## config.mk

```make
export PLATFORM = sky130hd
export DESIGN_NAME = rr_arb8
export DESIGN_NICKNAME = d
export VERILOG_FILES = /design/src/rtl/arb_pkg.sv /design/src/rtl/onehot_dec3.sv /design/src/rtl/rr_arb8.sv
export SDC_FILE = /design/constraint.sdc
export NUM_CORES = 1
export LEC_CHECK = 0
export CAP_MARGIN = 20
export CORE_UTILIZATION = 35
export DETAILED_ROUTE_END_ITERATION = 7
export PLACE_DENSITY = 0.57
export SLEW_MARGIN = 20
export SYNTH_ARGS = -nofsm -noshare
export SYNTH_HDL_FRONTEND = slang
export SYNTH_SLANG_ARGS = --single-unit
```

## constraint.sdc

```tcl
create_clock -name clk -period 10.9 [get_ports clk]
set_input_delay 1.635 -clock clk [delete_from_list [all_inputs] [get_ports clk]]
set_output_delay 1.635 -clock clk [all_outputs]
set_load 0.01 [all_outputs]
```

## src/rtl/arb_pkg.sv

```systemverilog
// Shared types and helpers for the eight-way round-robin arbiter.
// Holds the request count, the index width, the state enum and the rotated priority search.
package arb_pkg;

  localparam int N_REQ = 8;
  localparam int IDX_W = 3;

  typedef enum logic {
    IDLE = 1'b0,
    BUSY = 1'b1
  } arb_state_e;

  // Returns the first set request at or after 'start', wrapping mod N_REQ.
  // The result is ignored by callers when no request is set.
  function automatic logic [IDX_W-1:0] rr_search(
    input logic [N_REQ-1:0] req,
    input logic [IDX_W-1:0] start
  );
    logic             found;
    logic [IDX_W-1:0] pos;
    logic [IDX_W-1:0] win;
    found = 1'b0;
    win   = start;
    for (int i = 0; i < N_REQ; i++) begin
      pos = start + IDX_W'(i);
      if (!found && req[pos]) begin
        found = 1'b1;
        win   = pos;
      end
    end
    return win;
  endfunction

endpackage

```

## src/rtl/onehot_dec3.sv

```systemverilog
// 3-to-8 one-hot decoder with enable.
// The output is all-zero when the enable is low.
module onehot_dec3
  import arb_pkg::*;
(
  input  logic             i_en,
  input  logic [IDX_W-1:0] i_idx,
  output logic [N_REQ-1:0] o_onehot
);

  always_comb begin
    // NOTE: assign a default first so every path drives the output and no latch is inferred.
    o_onehot = '0;
    if (i_en) o_onehot[i_idx] = 1'b1;
  end

endmodule

```

## src/rtl/rr_arb8.sv

```systemverilog
// Eight-way round-robin arbiter with a bounded hold time.
// It registers a binary grant index and decodes it into a one-hot grant vector.
module rr_arb8
  import arb_pkg::*;
#(
  parameter int MAX_HOLD = 16
) (
  input  logic             clk,
  input  logic             rst_n,
  input  logic             en,
  input  logic [N_REQ-1:0] req,
  output logic [N_REQ-1:0] gnt,
  output logic [IDX_W-1:0] gnt_idx,
  output logic             gnt_vld
);

  localparam int              CNT_W   = $clog2(MAX_HOLD);
  localparam logic [CNT_W-1:0] CNT_MAX = CNT_W'(MAX_HOLD - 1);

  arb_state_e       r_state;
  logic [IDX_W-1:0] r_ptr;
  logic [IDX_W-1:0] r_gnt_idx;
  logic [CNT_W-1:0] r_cnt;

  logic [N_REQ-1:0] w_own_mask;
  logic             w_own_req;
  logic             w_other_req;
  logic [IDX_W-1:0] w_next_ptr;
  logic [IDX_W-1:0] w_idle_win;
  logic [IDX_W-1:0] w_hand_win;
  logic             w_hold;

  assign w_own_mask  = {{(N_REQ-1){1'b0}}, 1'b1} << r_gnt_idx;
  assign w_own_req   = |(req & w_own_mask);
  assign w_other_req = |(req & ~w_own_mask);
  assign w_next_ptr  = r_gnt_idx + IDX_W'(1);
  assign w_idle_win  = rr_search(req, r_ptr);
  // The search from gnt_idx+1 reaches the current grantee last, so any other requester wins first.
  assign w_hand_win  = rr_search(req, w_next_ptr);
  // With en low the grant is never preempted, only released.
  assign w_hold      = w_own_req && ((r_cnt != CNT_MAX) || !w_other_req || !en);

  // NOTE: every state register is cleared by the asynchronous reset, so outputs drop without a clock.
  always_ff @(posedge clk or negedge rst_n) begin
    if (!rst_n) begin
      r_state   <= IDLE;
      r_ptr     <= '0;
      r_gnt_idx <= '0;
      r_cnt     <= '0;
    end else begin
      // NOTE: non-blocking assignments so every register samples the pre-edge values.
      case (r_state)
        IDLE: begin
          if (en && (req != '0)) begin
            r_state   <= BUSY;
            r_gnt_idx <= w_idle_win;
            r_cnt     <= '0;
          end
        end
        BUSY: begin
          if (w_hold) begin
            if (r_cnt != CNT_MAX) r_cnt <= r_cnt + CNT_W'(1);
          end else begin
            r_ptr <= w_next_ptr;
            if (en && w_other_req) begin
              r_gnt_idx <= w_hand_win;
              r_cnt     <= '0;
            end else begin
              r_state <= IDLE;
            end
          end
        end
        default: r_state <= IDLE;
      endcase
    end
  end

  assign gnt_idx = r_gnt_idx;
  assign gnt_vld = (r_state == BUSY);

  onehot_dec3 u_dec (
    .i_en     (gnt_vld),
    .i_idx    (r_gnt_idx),
    .o_onehot (gnt)
  );

endmodule

```

After elaboration in Yosys (flattened, before gate mapping)
Index checks and enable logic that the tools add are counted.
Widths: inputs -> output; s select.
Storage, ports and cells
  bits in registers: 11
  input bits: 11
  output and inout port bits: 12
  logic and storage cells: 168
Cells by class
  add/sub/neg operators: 16
  order comparisons: 18
  equality and inequality tests: 6
  shifts and indexed selects: 1
  multiplexer cells: 76
  bitwise gates (word level): 5
  reduce and logical (&&, ||, !) cells: 42
Operators with widths (number)
  $lt 3x4->1 const B: 17
  $mux 3: 17
  $bmux 1 s3: 16
  $mux 1: 34
  $add 3x3->3 const B: 8
  $logic_and 1x1->1: 18
  $and 8x8->8: 2
  $logic_not 1->1: 16
  $mux 4: 4
  $reduce_or 8->1: 2
  $add 3x2->3 const B: 4
  $add 3x1->3 const B: 3
  $mux 8: 1
  $not 8->8: 1
  $pmux 4 s2: 1
  $reduce_bool 8->1: 1
  $shl 1x3->8 const A: 1
  $pmux 3 s2: 1
  $reduce_and 3->1: 2
  $add 4x1->4 const B: 1
  $ne 2x2->1 const B: 2
  $ne 4x4->1 const B: 1
  $demux 1 s3: 1
  $ge 3x1->1 const B: 1
  other kinds (7): 9

Logic depth before layout (Yosys ltp)
  depth in word-level cells: 28
  mapped depth: 14
  depth with buffers taken out: 9

By module
Synthesis repeated with hierarchy kept, for this count alone.
Second synthesis, totals
  cells, all modules: 300
  area, all modules: 2622.5 sq um
Modules (own cells, without submodules)
  rr_arb8: instances 1, cells each 292, area each 2527.4 sq um, sequential area each 275.3 sq um
  onehot_dec3: instances 1, cells each 8, area each 95.1 sq um, sequential area each 0.0 sq um

Worst setup path after synthesis
Ideal clock, no wire load.
  path kind: input to register
  start: in req[4]
  end: reg r_gnt_idx[0] (netlist: gnt_idx[0])
  setup time: 0.094 ns
  arrival time: 3.710 ns
  required time: 10.806 ns
  path slack: 7.096 ns
  cell stages on the path: 7
  path through: mux2_1 > mux4_2 > o32ai_4 > nand4_4 > o221ai_1 > mux2_2 > a221oi_2
Between the ends
  cells in the longest elaborated chain, start to end: 27
Ends and longest elaborated chain
  start, declared: RTL line rr_arb8.sv:11  | input logic [N_REQ-1:0] req,
  $bmux 1 s3: RTL line arb_pkg.sv:26  | if (!found && req[pos]) begin
  $mux 1 (implied by the code): RTL line arb_pkg.sv:26
  $mux 1: RTL line arb_pkg.sv:26
  $logic_not 1->1: RTL line arb_pkg.sv:26
  $logic_and 1x1->1: RTL line arb_pkg.sv:26
  $mux 1: RTL line arb_pkg.sv:26
  $logic_not 1->1: RTL line arb_pkg.sv:26
  $logic_and 1x1->1: RTL line arb_pkg.sv:26
  (+11 left out)
  $logic_and 1x1->1: RTL line arb_pkg.sv:26
  $mux 1: RTL line arb_pkg.sv:26
  $logic_not 1->1: RTL line arb_pkg.sv:26
  $logic_and 1x1->1: RTL line arb_pkg.sv:26
  $mux 3: RTL line arb_pkg.sv:26
  $mux 3: RTL line rr_arb8.sv:65  | if (en && w_other_req) begin
  $mux 3: RTL line rr_arb8.sv:61  | if (w_hold) begin
  $pmux 3 s2: RTL line rr_arb8.sv:52  | case (r_state)
  end signal, assigned: RTL line rr_arb8.sv:56  | r_gnt_idx <= w_idle_win;
  end signal, assigned: RTL line rr_arb8.sv:66  | r_gnt_idx <= w_hand_win;
  end, declared: RTL line rr_arb8.sv:22  | logic [IDX_W-1:0] r_gnt_idx;
Several ways; a longest one is shown, not always the timed one. The select of a mux whose other input is x is not followed.
A chain may end at the register's enable or synchronous reset.

Final worst setup path
  start: reg r_gnt_idx[0] (netlist: gnt_idx[0])
  end: reg r_gnt_idx[0] (netlist: gnt_idx[0])
Between the ends
  cells in the longest elaborated chain, start to end: 28
Ends and longest elaborated chain
  $add 3x1->3 (*): RTL line rr_arb8.sv:36  | assign w_next_ptr = r_gnt_idx + IDX_W'(1);
  via w_next_ptr[1]: RTL line rr_arb8.sv:28  | logic [IDX_W-1:0] w_next_ptr;
  branches (longest 23 deep; another with $add 3x1->3)
  $mux 3 (*): RTL line arb_pkg.sv:26
  $mux 3 (*): RTL line rr_arb8.sv:65
  $mux 3 (*): RTL line rr_arb8.sv:61
  $pmux 3 s2 (*): RTL line rr_arb8.sv:52
Mark *: on every way through the listed nets, which the timed path passes. The select of a mux whose other input is x is not followed.

==> summary.txt <==
Yosys
  – Post-Syn Instances: 291
  – Post-synthesis cell type with the largest combined area: mux4_2
  – Post-synth EDFFs: 0
  – Seq/Total Area, Yosys: 0.106
  – Distinct cells, synth: 65
  – Top FF cell, synth: dfrtp_1
  – Syn_area_per_cell: 8.90 sq um
  – Top cell type's share of synthesized area: 0.148
  – Yosys warns: 0
  – Synth Cell Area: 2590 sq um
  – Most common cell in the netlist: nor2_1
  – Register bit total from synthesis: 11
  – Ys async rst share: 1.00
  – Synth cell count leaders: nor2_1 (33), inv_1 (19), nand2_1 (18)
  – Area contributors post-synth: mux4_2 (15%), dfrtp_1 (11%), ha_1 (5.3%)
  – Net Count, Synth: 313

STA
  – Final critical-path share of the clock period: 0.463
  – Max Slew Vio Count: 0
  – Slew @ Worst Pin: 1080 ps
  – Hold Violations, Final: 0
  – Worst relative slew slack: 0.282
  – Final Setup Violations: 0
  – Final min period: 5050 ps
  – Clock Skew: 3.15 ps
  – RSZ-0062 raised after global routing: false
  – FMAX: 0.198 GHz
  – Setup_tns: 0 ps

Clocking
  – Hold_buf cts: 0
  – Clock transition at the registers of the reported paths: 50 ps
  – # Post-CTS Setup Buffers: 0
  – CTS tree: done
  – CTS resizes: 0
  – Sink Count: 11
  – CTS root buffer: clkbuf_8
  – Clock latency on the worst-skew pair: 240 ps
  – H-tree levels: 1
  – CTS buffer count: 3
  – Max clock buf depth: 2

Run
  – Maximum capacitance violations: 0

Place
  – Buffers added on ports: 22
  – GPL Wtd Cong: 0.826
  – Dpl cells: 387
  – Dpl hpwl: 5050 um

Worst setup path
  – Reg2Reg Setup Slack: 5850 ps
  – Setup CP Type: reg -> reg
  – R2R Path Start: gnt_idx[0]
  – CP Data Arrival Time: 5190 ps
  – Largest stage delay, worst path: 1160 ps
  – RR Endpoint: gnt_idx[0]
  – Worst Path Required: 11,040 ps
  – Worst path cell trace: inv_1 > ha_1 > mux2_1 > mux4_2 > o32ai_4 > nand4_4 > o221ai_1 > mux2_2 > a221oi_2
  – Worst setup EP type: flop
  – Worst Path Max Fanout: 27
  – Critical path startpoint category: flop
  – R2R cell count: 9
  – Slowest stage cell on the critical path: ha_1

Outcome
  – Status: complete, no violations

Routing
  – Post-route DRC violation count: 0
  – Antenna Violating Nets Remaining: 0
  – Drt wl/cell: 17.6 um
  – Vias per inst: 6.03
  – First-pass iteration count of the detailed router: 4
  – Drt initial violations: 148
  – DRT Wirelength: 6900 um
  – Via Count: 2,359

Layout
  – Area Overhead vs Synth: 9.32%
  – Fill cell count: 758
  – Register area: 275 sq um
  – Nets@finish: 315
  – Antenna cells: 0
  – Share of post-route cells with drive strength above 1: 0.151
  – Final cell count without fillers: 391
  – Multi-input logic area: 2100 sq um

Global route
  – GRT overflow: 0
  – Global-route wire length before repair: 11,400 um
  – Gr usage total: 0.185
  – Vias in the first global route: 2,281
  – Initial antenna violation count: 0
  – Largest net degree at the start of global routing: 28

Worst hold path
  – Worst hold path startpoint: r_cnt[0]
  – Hold WC Path Type: reg -> reg
  – Worst hold path endpoint: r_cnt[0]
  – Worst Hold Depth: 1

Die
  – Die Area: 7750 sq um
  – Initial core utilization: 0.359
  – Std cell rows: 31
  – Area of the core: 7210 sq um
  – Num ports: 23
  – Die width: 88.0 um
  – Die Ht: 88.0 um
-- cells in the final DEF (no fill, tap or decap), types with 4 or more instances in the layout --
cell type / n
mux2_1: 5
dfrtp_1: 11
nand2_1: 18
a21oi_1: 13
mux4_1: 5
nand2b_1: 4
mux4_2: 17
clkdlybuf4s50_1: 22
o2111ai_1: 4
nor2_1: 33
xnor2_1: 4
o21ai_0: 13
mux2_2: 10
a21boi_0: 4
o211ai_1: 5
nor3_1: 5
xor2_1: 5
inv_1: 19
ha_1: 11
a22oi_1: 6
mux2i_1: 13
-- worst max-delay path, delay by kind of cell (launching register included) --
family / cells / cell delay (ps)
and+or+nand+nor: 1 / 190
DFF: 1 / 870
AOI/OAI and AO/OA: 3 / 880
adders and majority gates: 1 / 1160
muxes: 3 / 1320
buffers and inverters: 1 / 530
-- logic make-up (layout without fill, tap and decap cells) --
kind of cell / Yosys count / in the layout / share of synthesized area
simple gates: 83 / 83 / 0.164
compound gates: 81 / 81 / 0.237
mux: 52 / 52 / 0.325
buf+inv: 44 / 45 / 0.0845
fa+ha+maj: 11 / 11 / 0.0531
flops: 11 / 11 / 0.106
xor+xnor: 9 / 9 / 0.0304
-- area by class of cell --
type                            instances  share of cell area
Clock buffer                            4              0.0159
Inverter                               19              0.0252
Multi-Input combinational cell        236               0.740
Sequential cell                        11              0.0972
Tap cell                               99              0.0437
Timing Repair Buffer                   22              0.0777
-- worst max path at each step --
stage,from,end,slack (ps),cells after the start
after global placement,gnt_idx[0],gnt_idx[0],5980,9
after floorplan,req[4],gnt_idx[0],7100,7
final,gnt_idx[0],gnt_idx[0],5850,9
after global routing,gnt_idx[0],gnt_idx[0],5530,9
after detailed placement,gnt_idx[0],gnt_idx[0],5830,9
after CTS,gnt_idx[0],gnt_idx[0],5820,9
-- routing by layer --
layer / track usage / routed length [um] / part of all wire / vias to the layer above
li1: - / - / - / 1125
met2: 0.295 / 3110 / 0.45 / 87
met5: 0 / 0 / 0 / -
met3: 0.0226 / 445 / 0.065 / 6
met4: 0.0337 / 55 / 0.0080 / 0
met1: 0.271 / 3290 / 0.48 / 1141
-- stage by stage --
step / area [sq um] / util / hold WS [ps] / worst slack, ps
after floorplan: 2590 / - / 484 / 7100
after global placement: 2790 / 0.386 / 515 / 5980
after detailed placement: 2790 / 0.386 / 513 / 5830
after CTS: 2830 / 0.393 / 523 / 5820
after global routing: 2830 / 0.393 / 563 / 5530
final: 2830 / 0.393 / 518 / 5850
-- sequential cells by signal, indices dropped and copies added, names as in the netlist --
| signal | cells |
|---|---|
| gnt_vld | 1 |
| r_ptr | 3 |
| r_cnt | 4 |
| gnt_idx | 3 |
Power is left out: the tool's default activity adds up to more than one toggle a clock period on the data nets, which glitch-free logic cannot reach.
